--- src/rtl/mult_controller.sv ---
// Sequencing FSM for the WIDTH x WIDTH shift-add multiplier datapath.
// Optional feature macro: MULT_CTRL_DONE_HOLD_EN (done held until ack).
module mult_controller #(
  parameter int WIDTH = 4,
  parameter int CW    = $clog2(WIDTH)
) (
  input  logic          clk,
  input  logic          rst,
  input  logic          start,
  input  logic          ack,
  input  logic          b_lsb,
  output logic          ld_a,
  output logic          ld_b,
  output logic          clr_p,
  output logic          ld_p,
  output logic          shift,
  output logic          busy,
  output logic          done,
  output logic [CW-1:0] cnt
);

  typedef enum logic [2:0] {
    IDLE  = 3'd0,
    LOAD  = 3'd1,
    TEST  = 3'd2,
    ADD   = 3'd3,
    SHIFT = 3'd4,
    DONE  = 3'd5
  } state_t;

  localparam logic [CW-1:0] CNT_LAST = CW'(WIDTH - 1);

  state_t        state_q, state_d;
  logic [CW-1:0] cnt_q, cnt_d;
  logic [6:0]    strobe_q, strobe_d;

  // Strobe vector layout: {ld_a, ld_b, clr_p, ld_p, shift, busy, done}
  function automatic logic [6:0] decode_strobes(input state_t s);
    logic [6:0] v;
    v = 7'b000_0000;
    case (s)
      IDLE:    v = 7'b000_0000;
      LOAD:    v = 7'b111_0010;
      TEST:    v = 7'b000_0010;
      ADD:     v = 7'b000_1010;
      SHIFT:   v = 7'b000_0110;
      DONE:    v = 7'b000_0011;
      default: v = 7'b000_0000;
    endcase
    return v;
  endfunction

  // Next-state, iteration counter and strobe decode
  always_comb begin
    state_d  = state_q;
    cnt_d    = cnt_q;
    case (state_q)
      IDLE: begin
        if (start) begin
          state_d = LOAD;
        end else begin
          state_d = IDLE;
        end
      end
      LOAD: begin
        cnt_d   = '0;
        state_d = TEST;
      end
      TEST: begin
        if (b_lsb) begin
          state_d = ADD;
        end else begin
          state_d = SHIFT;
        end
      end
      ADD: begin
        state_d = SHIFT;
      end
      SHIFT: begin
        // Last increment suppressed so cnt never wraps
        if (cnt_q == CNT_LAST) begin
          state_d = DONE;
        end else begin
          cnt_d   = cnt_q + CW'(1);
          state_d = TEST;
        end
      end
      DONE: begin
`ifdef MULT_CTRL_DONE_HOLD_EN
        if (ack) begin
          state_d = IDLE;
        end else begin
          state_d = DONE;
        end
`else
        state_d = IDLE;
`endif
      end
      default: begin
        state_d = IDLE;
        cnt_d   = '0;
      end
    endcase
    // Strobes decoded from the upcoming state so registered outputs track state
    strobe_d = decode_strobes(state_d);
  end

  // State, counter and output registers
  always_ff @(posedge clk or negedge rst) begin
    if (!rst) begin
      state_q  <= IDLE;
      cnt_q    <= '0;
      strobe_q <= 7'b000_0000;
    end else begin
      state_q  <= state_d;
      cnt_q    <= cnt_d;
      strobe_q <= strobe_d;
    end
  end

  assign {ld_a, ld_b, clr_p, ld_p, shift, busy, done} = strobe_q;
  assign cnt = cnt_q;

`ifndef MULT_CTRL_DONE_HOLD_EN
  logic unused_ack_s;
  assign unused_ack_s = ack;
`endif

endmodule

--- config.mk ---
export PLATFORM = sky130hd
export DESIGN_NAME = mult_controller
export DESIGN_NICKNAME = d
export VERILOG_FILES = /design/src/rtl/mult_controller.sv
export SDC_FILE = /design/constraint.sdc
export NUM_CORES = 1
export LEC_CHECK = 0
export ABC_CLOCK_PERIOD_IN_PS = 1600
export BUFFER_PORTS_ARGS = -buffer_cell sky130_fd_sc_hd__clkbuf_2
export CORE_AREA = 4 4 41 43
export CTS_CLUSTER_SIZE = 12
export DETAILED_ROUTE_END_ITERATION = 10
export DIE_AREA = 0 0 45 47
export GPL_ROUTABILITY_DRIVEN = 0
export PLACE_DENSITY = 0.66
export SLEW_MARGIN = 25
export SYNTH_ARGS = -nofsm -noshare
export SYNTH_HDL_FRONTEND = slang
export SYNTH_SLANG_ARGS = --single-unit
--- constraint.sdc ---
create_clock -name clk -period 1.6 [get_ports clk]
set_clock_uncertainty 0.1 [all_clocks]
set_input_delay 0.48 -clock clk [delete_from_list [all_inputs] [get_ports clk]]
set_output_delay 0.48 -clock clk [all_outputs]
set_load 0.02 [all_outputs]
-- After elaboration in Yosys (flattened, before gate mapping)
Cells that the tools add are included.
- register bits after elaboration: 12
- input bits: 5
- output and inout bits: 9
- logic and storage cells: 27
- add/subtract/negate cells: 1
- equal/unequal tests: 12
- muxes and demuxes: 7
- bitwise operators: 1
- reductions and logical operators: 3
- operators by type and width (kind ; count):
    case mux 7 bit (5 select lines) ; 1
    case mux 3 bit (5 select lines) ; 1
    equality test 3 x 2 -> 1 bit (second input constant) ; 4
    equality test 3 bit (second input constant) ; 4
    equality test 3 x 1 -> 1 bit (second input constant) ; 2
    2-to-1 mux 3 bit ; 2
    case mux 2 bit (2 select lines) ; 1
    OR reduction 4 bit ; 1
    zero test 3 bit ; 1
    adder 2 x 1 -> 2 bit (second input constant) ; 1
    equality test 2 bit (second input constant) ; 1
    2-to-1 mux 2 bit ; 1
    != test 2 bit (second input constant) ; 1
    AND reduction 2 bit ; 1
    2-to-1 mux 1 bit ; 1
    inverter 1 bit ; 1

-- Longest topological paths before layout
Gate-level depths: netlist of run 1.
- depth after elaboration: 5
- gate-level depth with buffers: 4
- mapped depth without buffers: 4

-- Worst setup path before layout of run 1
No wires, ideal clock.
- path kind: reg-to-reg
- from: register cnt_q[0], in the netlist cnt[0]
- to: register cnt_q[0], in the netlist cnt[0]
- setup time: 64 ps
- data arrival time: 1476 ps
- slack: -41 ps
- stages on the path, launching flop included: 5
- period minus slack after synthesis: 1641 ps
- cells stage by stage: dfrtp_1 > ha_1 > or3b_1 > a221oi_2 > a21o_1
- word-level cells in the longest chain between the ends: 3
- elaborated cells on any way between the ends: 6
- RTL lines (element ; RTL line ; source):
    from (decl) ; 34 ; logic [CW-1:0] cnt_q, cnt_d;
    from (signal assigned) ; 116 ; cnt_q <= cnt_d;
    adder 2 x 1 -> 2 bit / equality test 2 bit (equally long branches) ; 84, 81 ;
    2-to-1 mux 2 bit / != test 2 bit (equally long branches) ; n/a ;
    case mux 2 bit (2 select lines) / AND reduction 2 bit (equally long branches) ; n/a ;
Several ways; a longest one is shown, not always the timed one. The select of a mux whose other input is x is not followed.
A chain may end at the register's enable or synchronous reset.

-- Final worst setup path of run 1
- from: register cnt_q[0], in the netlist cnt[0]
- to: output port cnt[0]
- RTL lines (element ; RTL line ; source):
    to (decl) ; 19 ; output logic [CW-1:0] cnt
No word-level cell between the ends.

==> qor.csv, run 1 <==
stage,metric,value,unit
finish,areaGrowthSynthToFinish,26.43,%
power_and_ir_drop,power_density,2141,nW/um2
clock_network,numCtsBuffers,3,
setup_path,r2r_setup_slack,0.13,ns
power_and_ir_drop,power.share.sequential,33.5,%
logic_synthesis,muxShareOfSynthArea,4.145,%
clock_network,clockBufferDepth,2,
logic_synthesis,synth_common_cells,"10 x dfrtp_1, 4 x nor2_1, 3 x a21oi_1, 3 x buf_2, 3 x nand2_1",
clock_network,post_cts_buffers,0,
global_routing,grt_overflow_total,0,
hold_path,hold_path.class,input port to flip-flop,
power_and_ir_drop,pwr-share-comb,49.3,%
setup_path,critPathMaxFanout,5,
place,hpwl,624,um
finish,fin_nets,68,
sta,worst_pin_slew,0.2876,ns
drt,route.detailed.wl_per_inst,11.37,um
floorplanning,die_height,47,um
logic_synthesis,yosys_warnings,0,
setup_path,arrival,0.94,ns
clock_network,cts.sinks,10,
clock_network,post_cts_resized,0,
logic_synthesis,yosys.area_share.xor_xnor,0,%
clock_network,clk_pin_slew,0.07,ns
logic_synthesis,ys_ff_latch,10,
logic_synthesis,netlist.area_leader.share,51.81,%
finish,drive_above_1_share,37.70,%
floorplanning,row_count,13,
logic_synthesis,synth_cells,45,
sta,setup_viol,0,
setup_path,crit_path_start_kind,flip-flop,
finish,fillCellCount,132,
clock_network,h-tree-depth,1,
global_routing,grt_pass1_wl,1449,um
finish,final_cell_area,610.6,um2
logic_synthesis,yosys.area.top_type,dfrtp_1,
floorplanning,coreArea,1301,um2
floorplanning,initial_utilization,37.12,%
logic_synthesis,synthAdderAreaFrac,2.591,%
drt,ant_nets,0,
clock_network,cts_tree,done,
clock_network,clock-root-buffer,clkbuf_4,
logic_synthesis,yosysMostFrequentCell,dfrtp_1,
logic_synthesis,ys_seq_area_share,51.81,%
logic_synthesis,synth_edf_count,0,
sta,period_minus_slack,1.524,ns
power_and_ir_drop,power_leakage,0.3028,nW
drt,vias,375,
logic_synthesis,yosys-top-cells-area,"dfrtp_1 52%, mux2i_1 4.1%, a21oi_1 3.1%",
sta,rsz0062_at_grt,no,
sta,slew_headroom,80.56,%
logic_synthesis,avgSynthCellArea,10.73,um2
global_routing,grt_max_degree,14,
sta,fmax,656.2,MHz
power_and_ir_drop,power.share.clock,17.2,%
sta,final_hold_viol_count,0,
logic_synthesis,synth_ff_type,dfrtp_1,
finish,antennaDiodeCount,0,
power_and_ir_drop,ir_worst_vdd,979.0,uV
clock_network,clkLatencyLatePin,0.26,ns
logic_synthesis,synthArstFlopShare,100.0,%
floorplanning,die_area,2115,um2
floorplanning,die_x,45,um
drt,routed_wl,864,um
power_and_ir_drop,swShare,39.90,%
drt,drc,0,
run,cap_violations,0,
drt,firstDrtPassIters,3,
power_and_ir_drop,intPower,0.7856,mW
logic_synthesis,synth_compound_area_share,15.28,%
run_status,status,finished clean,
sta,drv_slew,0,
drt,drtIter0Drc,6,
logic_synthesis,synth_top_family_by_area,simple AND/OR/NAND/NOR gates,
sta,fin_setup_tns,0,ns
place,numPortBuffers,12,
logic_synthesis,synth_nets,51,
sta,post-route-period-util,95.25,%
clock_network,ctsHoldBuffers,1,
place,postPlaceCellArea,564.3,um2
logic_synthesis,synthSimpleGateAreaFrac,19.95,%
setup_path,endpoint_kind,output pin,
global_routing,track_usage,10.07,%
power_and_ir_drop,power.net_switching,0.5216,mW
global_routing,antenna_found_initial,0,
logic_synthesis,mappedNetlistArea,483.0,um2
global_routing,grt_pass1_vias,341,
setup_path,worstSetupPathType,flip-flop to output pin,
drt,drt-vias-per-instance,4.934,
logic_synthesis,synth_cell_types,23,
floorplanning,num_io_pins,14,
setup_path,required,1.02,ns
-- cell usage in the layout, fill, tap and decap left out --
cell           synthesis  final
clkbuf_2               0     12
dlygate4sd3_1          0      1
and3_2                 1      1
o21ai_0                1      1
or3b_1                 1      1
a221oi_2               1      1
buf_4                  2      4
ha_2                   0      1
a21oi_1                3      3
a2bb2oi_1              1      1
mux2i_1                2      2
nor2b_1                2      2
nor4b_1                1      1
clkbuf_8               0      1
a22oi_1                1      1
nor3b_1                1      1
and2_1                 1      1
a22o_1                 1      1
clkbuf_4               0      3
or2_1                  1      1
nor2_1                 4      4
a21o_1                 1      1
nand2_1                3      3
dfrtp_1               10     10
o22ai_1                1      1
nand2b_1               2      2
-- final cells by class --
| class | instances | area, um2 | share of cell area, % |
|---|---|---|---|
| clock buffers | 4 | 36.28 | 5.943 |
| flip-flops and latches | 10 | 250.2 | 40.98 |
| multi-input cells | 30 | 205.2 | 33.61 |
| repair buffers | 17 | 100.1 | 16.39 |
| well taps | 15 | 18.77 | 3.074 |
-- cells by family (layout without fill, tap and decap cells) --
| family | after synthesis | count (layout) |
|---|---|---|
| buf+inv | 5 | 21 |
| fa+ha+maj | 1 | 1 |
| flops | 10 | 10 |
| mux | 2 | 2 |
| compound gates | 10 | 10 |
| simple gates | 17 | 17 |
-- power by group through the flow --
| stage | clock, mW | combinational (mW) | sequential (mW) |
|---|---|---|---|
| 2_1_floorplan | 0 | 0.422 | 0.493 |
| 3_3_place_gp | 0 | 0.643 | 0.439 |
| 3_5_place_dp | 0 | 0.648 | 0.444 |
| 4_1_cts | 0.231 | 0.654 | 0.439 |
| 5_1_grt | 0.249 | 0.724 | 0.454 |
| 6_report | 0.225 | 0.645 | 0.437 |
-- routing by layer --
layer	vias to the layer above	global-route usage, %	wire (um)	share of wire, %
met4	0	8.772	10	1.2
met2	10	14.12	365	42
met5	-	0	0	0
met1	176	12.24	420	49
met3	2	3.448	68	7.9
li1	187	-	-	-
-- per-stage QoR --
step                      hold slack (ns)  total power, mW  worst slack, ns  std cells  utilization, %
after global routing               0.3893            1.427          0.02586         76           46.92
after global placement             0.2541            1.083           0.1484         71           43.37
after detailed placement           0.2572            1.092           0.1358         71           43.37
after floorplan                   0.08441           0.9157         0.003679         45               -
final                              0.3900            1.307          0.07597         76           46.92
after CTS                          0.3787            1.324          0.06064         76           46.92
-- worst paths after layout --
path	start	endpoint	cells past startpoint
hold reg to reg	cnt[0]	cnt[0]	2
hold / removal	b_lsb	strobe_q[3]	3
setup reg to reg	cnt[0]	cnt[0]	4
max in group asynchronous	rst	strobe_q[0]	2
min in group asynchronous	rst	strobe_q[3]	2
setup / recovery	cnt[0]	cnt[0]	2
-- registers in the layout, indices dropped and copies added (netlist names) --
signal / flops
state_q: 3
cnt: 2
strobe_q: 5
-- worst max-delay path, stage by stage, from the launching register on --
cell and delay, ns:
dfrtp_1 0.38, buf_4 0.15, clkbuf_2 0.15
(Power assumes the default switching activity.)
==> run 2: changes to the inputs <==
--- a/config.mk
+++ b/config.mk
@@ -8,6 +8,7 @@
 export ABC_CLOCK_PERIOD_IN_PS = 1600
 export BUFFER_PORTS_ARGS = -buffer_cell sky130_fd_sc_hd__clkbuf_2
 export CORE_AREA = 4 4 41 43
+export CTS_BUF_LIST = sky130_fd_sc_hd__clkbuf_8
 export CTS_CLUSTER_SIZE = 12
 export DETAILED_ROUTE_END_ITERATION = 10
 export DIE_AREA = 0 0 45 47
==> run 2 against run 1 <==
Sequential power hardly changed. Clock power is 40% higher. Combinational power hardly changed. Count of clock-buffer cells in the layout stayed put. Routed wire length stayed put. Sequential share of layout area is 0.58 points lower.
==> qor.csv, run 2 (synthesized netlist as in run 1, its figures left out) <==
stage,metric,value,unit,change
global_routing,track_usage,9.592,%,-0.48 points
floorplanning,die_x,45,um,unchanged
place,numPortBuffers,12,,unchanged
setup_path,r2r_start,cnt[0],,
sta,setup_viol,0,,unchanged
drt,firstDrtPassIters,2,,-1
run_status,status,finished clean,,
setup_path,worst_path_max_delay_cell,dfrtp_1,,
setup_path,crit_chain,buf_4 -> clkbuf_2,,
finish,final_common_cell,clkbuf_2,,
floorplanning,row_count,13,,unchanged
drt,drc,0,,unchanged
power_and_ir_drop,ir_worst_vdd,960.8,uV,-1.9%
drt,ant_nets,0,,unchanged
setup_path,crit_path_start_kind,flip-flop,,
place,hpwl,624,um,unchanged
finish,drive_above_1_share,38.33,%,+0.63 points
sta,fin_setup_tns,0,ns,unchanged
clock_network,cts.sinks,10,,unchanged
sta,fmax,670.2,MHz,+2.1%
global_routing,grt_pass1_vias,341,,unchanged
power_and_ir_drop,power_leakage,0.3064,nW,+1.2%
floorplanning,die_height,47,um,unchanged
setup_path,required,1.02,ns,about the same
setup_path,path_buf_inv,2,,unchanged
setup_path,ff2ff_path_depth,4,,unchanged
drt,drt-vias-per-instance,4.987,,+1.1%
clock_network,ctsHoldBuffers,0,,-1
drt,route.detailed.wl_per_inst,11.52,um,+1.3%
sta,drv_slew,0,,unchanged
sta,slew_headroom,80.06,%,-0.49 points
place,postPlaceCellArea,564.3,um2,unchanged
sta,rsz0062_at_grt,no,,
setup_path,endpoint_kind,output pin,,
global_routing,grt_overflow_total,0,,unchanged
clock_network,clockBufferDepth,2,,unchanged
drt,drtIter0Drc,2,,-4
hold_path,hold_path.class,input port to asynchronous set/reset pin,,
sta,worst_pin_slew,0.2990,ns,+0.01142 ns
finish,antennaDiodeCount,0,,unchanged
setup_path,worstSetupPathType,flip-flop to output pin,,
clock_network,post_cts_buffers,0,,unchanged
floorplanning,coreArea,1301,um2,unchanged
finish,top_register,strobe_q,,
setup_path,critPathMaxFanout,5,,unchanged
finish,fin_nets,67,,-1.5%
clock_network,cts_tree,done,,
setup_path,arrival,0.91,ns,-0.03 ns
power_and_ir_drop,power_density,2256,nW/um2,+5.4%
global_routing,antenna_found_initial,0,,unchanged
place,pre_cts_ws,0.1358,ns,unchanged
clock_network,h-tree-depth,1,,unchanged
sta,post-route-period-util,93.25,%,-2.0 points
clock_network,numCtsBuffers,3,,unchanged
sta,worst_slack,0.1080,ns,+0.03204 ns
clock_network,clk_pin_slew,0.05,ns,-0.02 ns
clock_network,clkLatencyLatePin,0.23,ns,-0.03 ns
setup_path,cpPeakStageDelay,0.38,ns,about the same
setup_path,path_delay_family,flip-flops,,
floorplanning,initial_utilization,37.12,%,unchanged
finish,fillCellCount,136,,+3.0%
finish,final_cell_mix,"12 x clkbuf_2, 10 x dfrtp_1, 4 x nor2_1, 4 x clkbuf_8, 4 x buf_4",,
run,cap_violations,0,,unchanged
setup_path,r2r_end,cnt[0],,
setup_path,r2r_setup_slack,0.14,ns,about the same
global_routing,grt_max_degree,14,,unchanged
floorplanning,num_io_pins,14,,unchanged
finish,areaGrowthSynthToFinish,28.24,%,
finish,final_cell_area,619.3,um2,+1.4%
floorplanning,die_area,2115,um2,unchanged
global_routing,grt_pass1_wl,1449,um,unchanged
drt,routed_wl,864,um,unchanged
sta,final_hold_viol_count,0,,unchanged
power_and_ir_drop,power,1.397,mW,+6.9%
clock_network,clock-root-buffer,clkbuf_8,,
drt,vias,374,,-0.27%
clock_network,post_cts_resized,0,,unchanged
finish,largest_register_ff_count,5,,unchanged
sta,period_minus_slack,1.492,ns,-0.03204 ns
run 2: final cells by class:
| cell class | count | area [um2] | share of cell area (%) |
|---|---|---|---|
| clock buffer | 4 | 55.05 | 8.889 |
| multi-input combinational | 30 | 205.2 | 33.13 |
| sequential | 10 | 250.2 | 40.40 |
| tap | 15 | 18.77 | 3.030 |
| timing repair buffer | 16 | 90.09 | 14.55 |
run 2: through the flow:
stage          utilization, %  instances  hold slack [ns]
2_1_floorplan               -         45          0.08441
3_3_place_gp            43.37         71           0.2541
3_5_place_dp            43.37         71           0.2572
4_1_cts                 47.60         75         0.004262
5_1_grt                 47.60         75          0.01486
6_report                47.60         75         0.001076
run 2: worst max path at each step:
stage	start	to	slack, ns	depth (start not counted)
after floorplan	cnt[0]	cnt[0]	0.004	4
after global placement	cnt[0]	cnt[0]	0.15	4
after detailed placement	cnt[0]	cnt[0]	0.14	4
after CTS	cnt[0]	cnt[0]	0.1	2
after global routing	cnt[1]	cnt[0]	0.06	4
final	cnt[0]	cnt[0]	0.11	2
run 2: where the power goes:
group	switching (mW)	leakage, nW	internal [mW]
combinational	0.350	0.150	0.295
clock	0.0989	0.0288	0.216
sequential	0.0855	0.127	0.352
run 2: per-layer routing:
metal | wire length (um) | global-route usage [%]
met3 | 64 | 2.299
met2 | 381 | 14.41
met4 | 0 | 5.263
met1 | 418 | 12.71
met5 | 0 | 0
run 2: worst register-to-register path, stage by stage (launching register included):
cell	delay, ns
dfrtp_1	0.38
ha_2	0.18
or3b_1	0.39
a221oi_2	0.25
a21o_1	0.11
==> run 3: changes to the inputs <==
--- a/config.mk
+++ b/config.mk
@@ -5,6 +5,7 @@
 export SDC_FILE = /design/constraint.sdc
 export NUM_CORES = 1
 export LEC_CHECK = 0
+export ABC_AREA = 1
 export ABC_CLOCK_PERIOD_IN_PS = 1600
 export BUFFER_PORTS_ARGS = -buffer_cell sky130_fd_sc_hd__clkbuf_2
 export CORE_AREA = 4 4 41 43
@@ -13,7 +14,7 @@
 export DETAILED_ROUTE_END_ITERATION = 10
 export DIE_AREA = 0 0 45 47
 export GPL_ROUTABILITY_DRIVEN = 0
-export PLACE_DENSITY = 0.66
+export PLACE_DENSITY = 0.62
 export SLEW_MARGIN = 25
 export SYNTH_ARGS = -nofsm -noshare
 export SYNTH_HDL_FRONTEND = slang
==> run 3 against run 2 <==
The run now ends with negative hold slack left. Count of clock-buffer cells in the layout stayed put. Total power is 18% lower. Final cell count is 5.3% higher. Sequential share of layout area is 4.0 points higher. Setup slack better by 0.10 ns. Fmax is 7.4% higher. Via count is 2.7% lower. Core utilization is 4.3 points lower. Routed wire length is 4.2% lower. Critical path type unchanged. Critical endpoint unchanged. Largest power group unchanged.
==> qor.csv, run 3 <==
stage,metric,value,unit,change
setup_path,endpoint_kind,output pin,,
sta,whs,-0.002501,ns,-0.003577 ns
clock_network,clkLatencyLatePin,0.24,ns,about the same
logic_synthesis,synthAdderAreaFrac,2.817,%,+0.23 points
global_routing,grt_max_degree,11,,-3
logic_synthesis,synth_top_family_by_area,simple AND/OR/NAND/NOR gates,,
sta,worst_pin_slew,0.2469,ns,-0.05213 ns
logic_synthesis,synthSimpleGateAreaFrac,25.63,%,+5.7 points
global_routing,grt_overflow_total,0,,unchanged
sta,post-route-period-util,86.80,%,-6.4 points
sta,fin_setup_tns,0,ns,unchanged
finish,fin_nets,71,,+6.0%
setup_path,crit_chain,clkbuf_2,,
setup_path,path_buf_inv,1,,-1
power_and_ir_drop,power,1.141,mW,-18%
logic_synthesis,synth_nets,56,,+9.8%
place,hpwl,623.1,um,-0.14%
sta,setup_viol,0,,unchanged
power_and_ir_drop,swShare,39.30,%,+1.1 points
drt,drtIter0Drc,5,,+3
clock_network,ctsHoldBuffers,0,,unchanged
logic_synthesis,synth_edf_count,0,,unchanged
logic_synthesis,synth_ff_type,dfrtp_1,,
clock_network,cts.sinks,10,,unchanged
logic_synthesis,avgSynthCellArea,8.884,um2,-17%
sta,fmax,720.0,MHz,+7.4%
setup_path,worstSetupPathType,flip-flop to output pin,,
global_routing,antenna_found_initial,0,,unchanged
logic_synthesis,muxShareOfSynthArea,0,%,-4.1 points
finish,areaGrowthSynthToFinish,26.76,%,
logic_synthesis,yosys.area_share.xor_xnor,0,%,unchanged
clock_network,numCtsBuffers,3,,unchanged
logic_synthesis,synthArstFlopShare,100.0,%,unchanged
drt,firstDrtPassIters,3,,+1
logic_synthesis,yosys.area.top_type,dfrtp_1,,
setup_path,crit_path_start_kind,flip-flop,,
clock_network,cts_tree,done,,
logic_synthesis,synth_compound_area_share,5.070,%,-10 points
drt,drt-vias-per-instance,4.608,,-7.6%
finish,final_cell_mix,"12 x clkbuf_2, 11 x nand2_1, 10 x dfrtp_1",,
clock_network,clockBufferDepth,2,,unchanged
logic_synthesis,ys_ff_latch,10,,unchanged
finish,fin_util,43.27,%,-4.3 points
global_routing,grt_pass1_wl,1483,um,+2.3%
logic_synthesis,mappedNetlistArea,444.2,um2,-8.0%
setup_path,arrival,0.81,ns,-0.10 ns
logic_synthesis,synth_cells,50,,+11%
floorplanning,die_area,2115,um2,unchanged
clock_network,h-tree-depth,1,,unchanged
power_and_ir_drop,power_density,2026,nW/um2,-10%
floorplanning,row_count,13,,unchanged
logic_synthesis,yosysMostFrequentCell,nand2_1,,
power_and_ir_drop,power.share.sequential,36.1,%,+4.8 points
power_and_ir_drop,power_leakage,0.3342,nW,+9.1%
finish,final_common_cell,clkbuf_2,,
drt,routed_wl,828,um,-4.2%
drt,route.detailed.wl_per_inst,10.48,um,-9.0%
logic_synthesis,ys_seq_area_share,56.34,%,+4.5 points
drt,drc,0,,unchanged
hold_path,hold_path.class,input port to asynchronous set/reset pin,,
power_and_ir_drop,intPower,0.6923,mW,-20%
power_and_ir_drop,power.share.clock,27.6,%,+5.0 points
floorplanning,num_io_pins,14,,unchanged
sta,final_hold_viol_count,6,,+6
place,numPortBuffers,12,,unchanged
logic_synthesis,synth_cell_types,14,,-39%
drt,vias,364,,-2.7%
setup_path,worst_path_max_delay_cell,dfrtp_1,,
clock_network,post_cts_buffers,0,,unchanged
floorplanning,die_x,45,um,unchanged
clock_network,post_cts_resized,0,,unchanged
sta,period_minus_slack,1.389,ns,-0.1031 ns
logic_synthesis,netlist.area_leader.share,56.34,%,+4.5 points
finish,top_register,strobe_q,,
global_routing,grt_pass1_vias,349,,+2.3%
finish,largest_register_ff_count,5,,unchanged
setup_path,path_delay_family,flip-flops,,
setup_path,required,1.02,ns,about the same
logic_synthesis,synth_common_cells,"11 x nand2_1, 10 x dfrtp_1, 7 x inv_1, 7 x nand3_1, 4 x nor2_1",,
finish,antennaDiodeCount,0,,unchanged
run_status,violations,negative hold slack,,
floorplanning,initial_utilization,34.13,%,-3.0 points
logic_synthesis,yosys_warnings,0,,unchanged
floorplanning,die_height,47,um,unchanged
clock_network,clock-root-buffer,clkbuf_8,,
power_and_ir_drop,ir_worst_vdd,777.3,uV,-19%
logic_synthesis,yosys-top-cells-area,"dfrtp_1 56%, nand2_1 9.3%, nand3_1 7.9%",,
clock_network,clk_pin_slew,0.05,ns,about the same
power_and_ir_drop,power.net_switching,0.4482,mW,-16%
global_routing,track_usage,10.05,%,+0.46 points
sta,drv_slew,0,,unchanged
sta,slew_headroom,83.54,%,+3.5 points
finish,drive_above_1_share,31.25,%,-7.1 points
run,cap_violations,0,,unchanged
sta,rsz0062_at_grt,no,,
setup_path,cpPeakStageDelay,0.39,ns,about the same
finish,final_cells,79,,+5.3%
floorplanning,coreArea,1301,um2,unchanged
drt,ant_nets,0,,unchanged
power_and_ir_drop,pwr-share-comb,36.2,%,-9.9 points
run_status,status,finished with violations,,
setup_path,critPathMaxFanout,4,,-1
place,place_inst,75,,+5.6%
-- run 3: cell types whose count changed after synthesis, moves of 2 or more --
cell,previous run,this run
a21oi_1,3,0
buf_2,3,0
inv_1,0,7
mux2i_1,2,0
nand2_1,3,11
nand2b_1,2,0
nand3_1,0,7
nor2b_1,2,0
-- run 3: layout make-up --
| class | instances | area (um2) |
|---|---|---|
| inverters | 8 | 30.03 |
| fillers | 142 | 738.2 |
| clock buffers | 4 | 55.05 |
| well taps | 15 | 18.77 |
| repair buffers | 12 | 60.06 |
| multi-input cells | 30 | 148.9 |
| flip-flops and latches | 10 | 250.2 |
-- run 3: logic make-up after synthesis --
logic type | count (synthesis)
AND/OR/NAND/NOR | 25
buffers and inverters | 10
flip-flops | 10
AO/OA/AOI/OAI | 4
adder cells (fa/ha/maj) | 1
-- run 3: worst paths after layout --
path / from / to / slack [ns] / depth (start not counted)
max: cnt[0] / cnt[0] / 0.21 / 1
min: rst / strobe_q[2] / -0.003 / 1
max reg2reg: state_q[0] / cnt[0] / 0.38 / 4
min reg2reg: cnt[1] / cnt[1] / 0.40 / 2
max in group asynchronous: rst / state_q[1] / 1.20 / 1
min in group clk: cnt[1] / cnt[1] / 0.40 / 2
-- run 3: through the flow --
| stage | setup WS (ns) | cell area, um2 |
|---|---|---|
| 2_1_floorplan | 0.3935 | 444.2 |
| 3_3_place_gp | 0.4036 | 508.0 |
| 3_5_place_dp | 0.3861 | 508.0 |
| 4_1_cts | 0.1977 | 563.0 |
| 5_1_grt | 0.1511 | 563.0 |
| 6_report | 0.2111 | 563.0 |
-- run 3: metal layers --
| metal | track usage (%) | vias to the layer above | routed length (um) |
|---|---|---|---|
| met4 | 3.509 | 0 | 0 |
| met2 | 16.67 | 12 | 417 |
| met1 | 10.75 | 171 | 332 |
| met5 | 0 | - | 0 |
| li1 | - | 181 | - |
| met3 | 5.747 | 0 | 78 |
-- run 3: power groups by stage --
stage / Combinational [mW] / Clock, mW / Sequential [mW]
2_1_floorplan: 0.257 / 0 / 0.474
3_3_place_gp: 0.412 / 0 / 0.413
3_5_place_dp: 0.417 / 0 / 0.418
4_1_cts: 0.419 / 0.327 / 0.413
5_1_grt: 0.471 / 0.342 / 0.425
6_report: 0.413 / 0.315 / 0.412
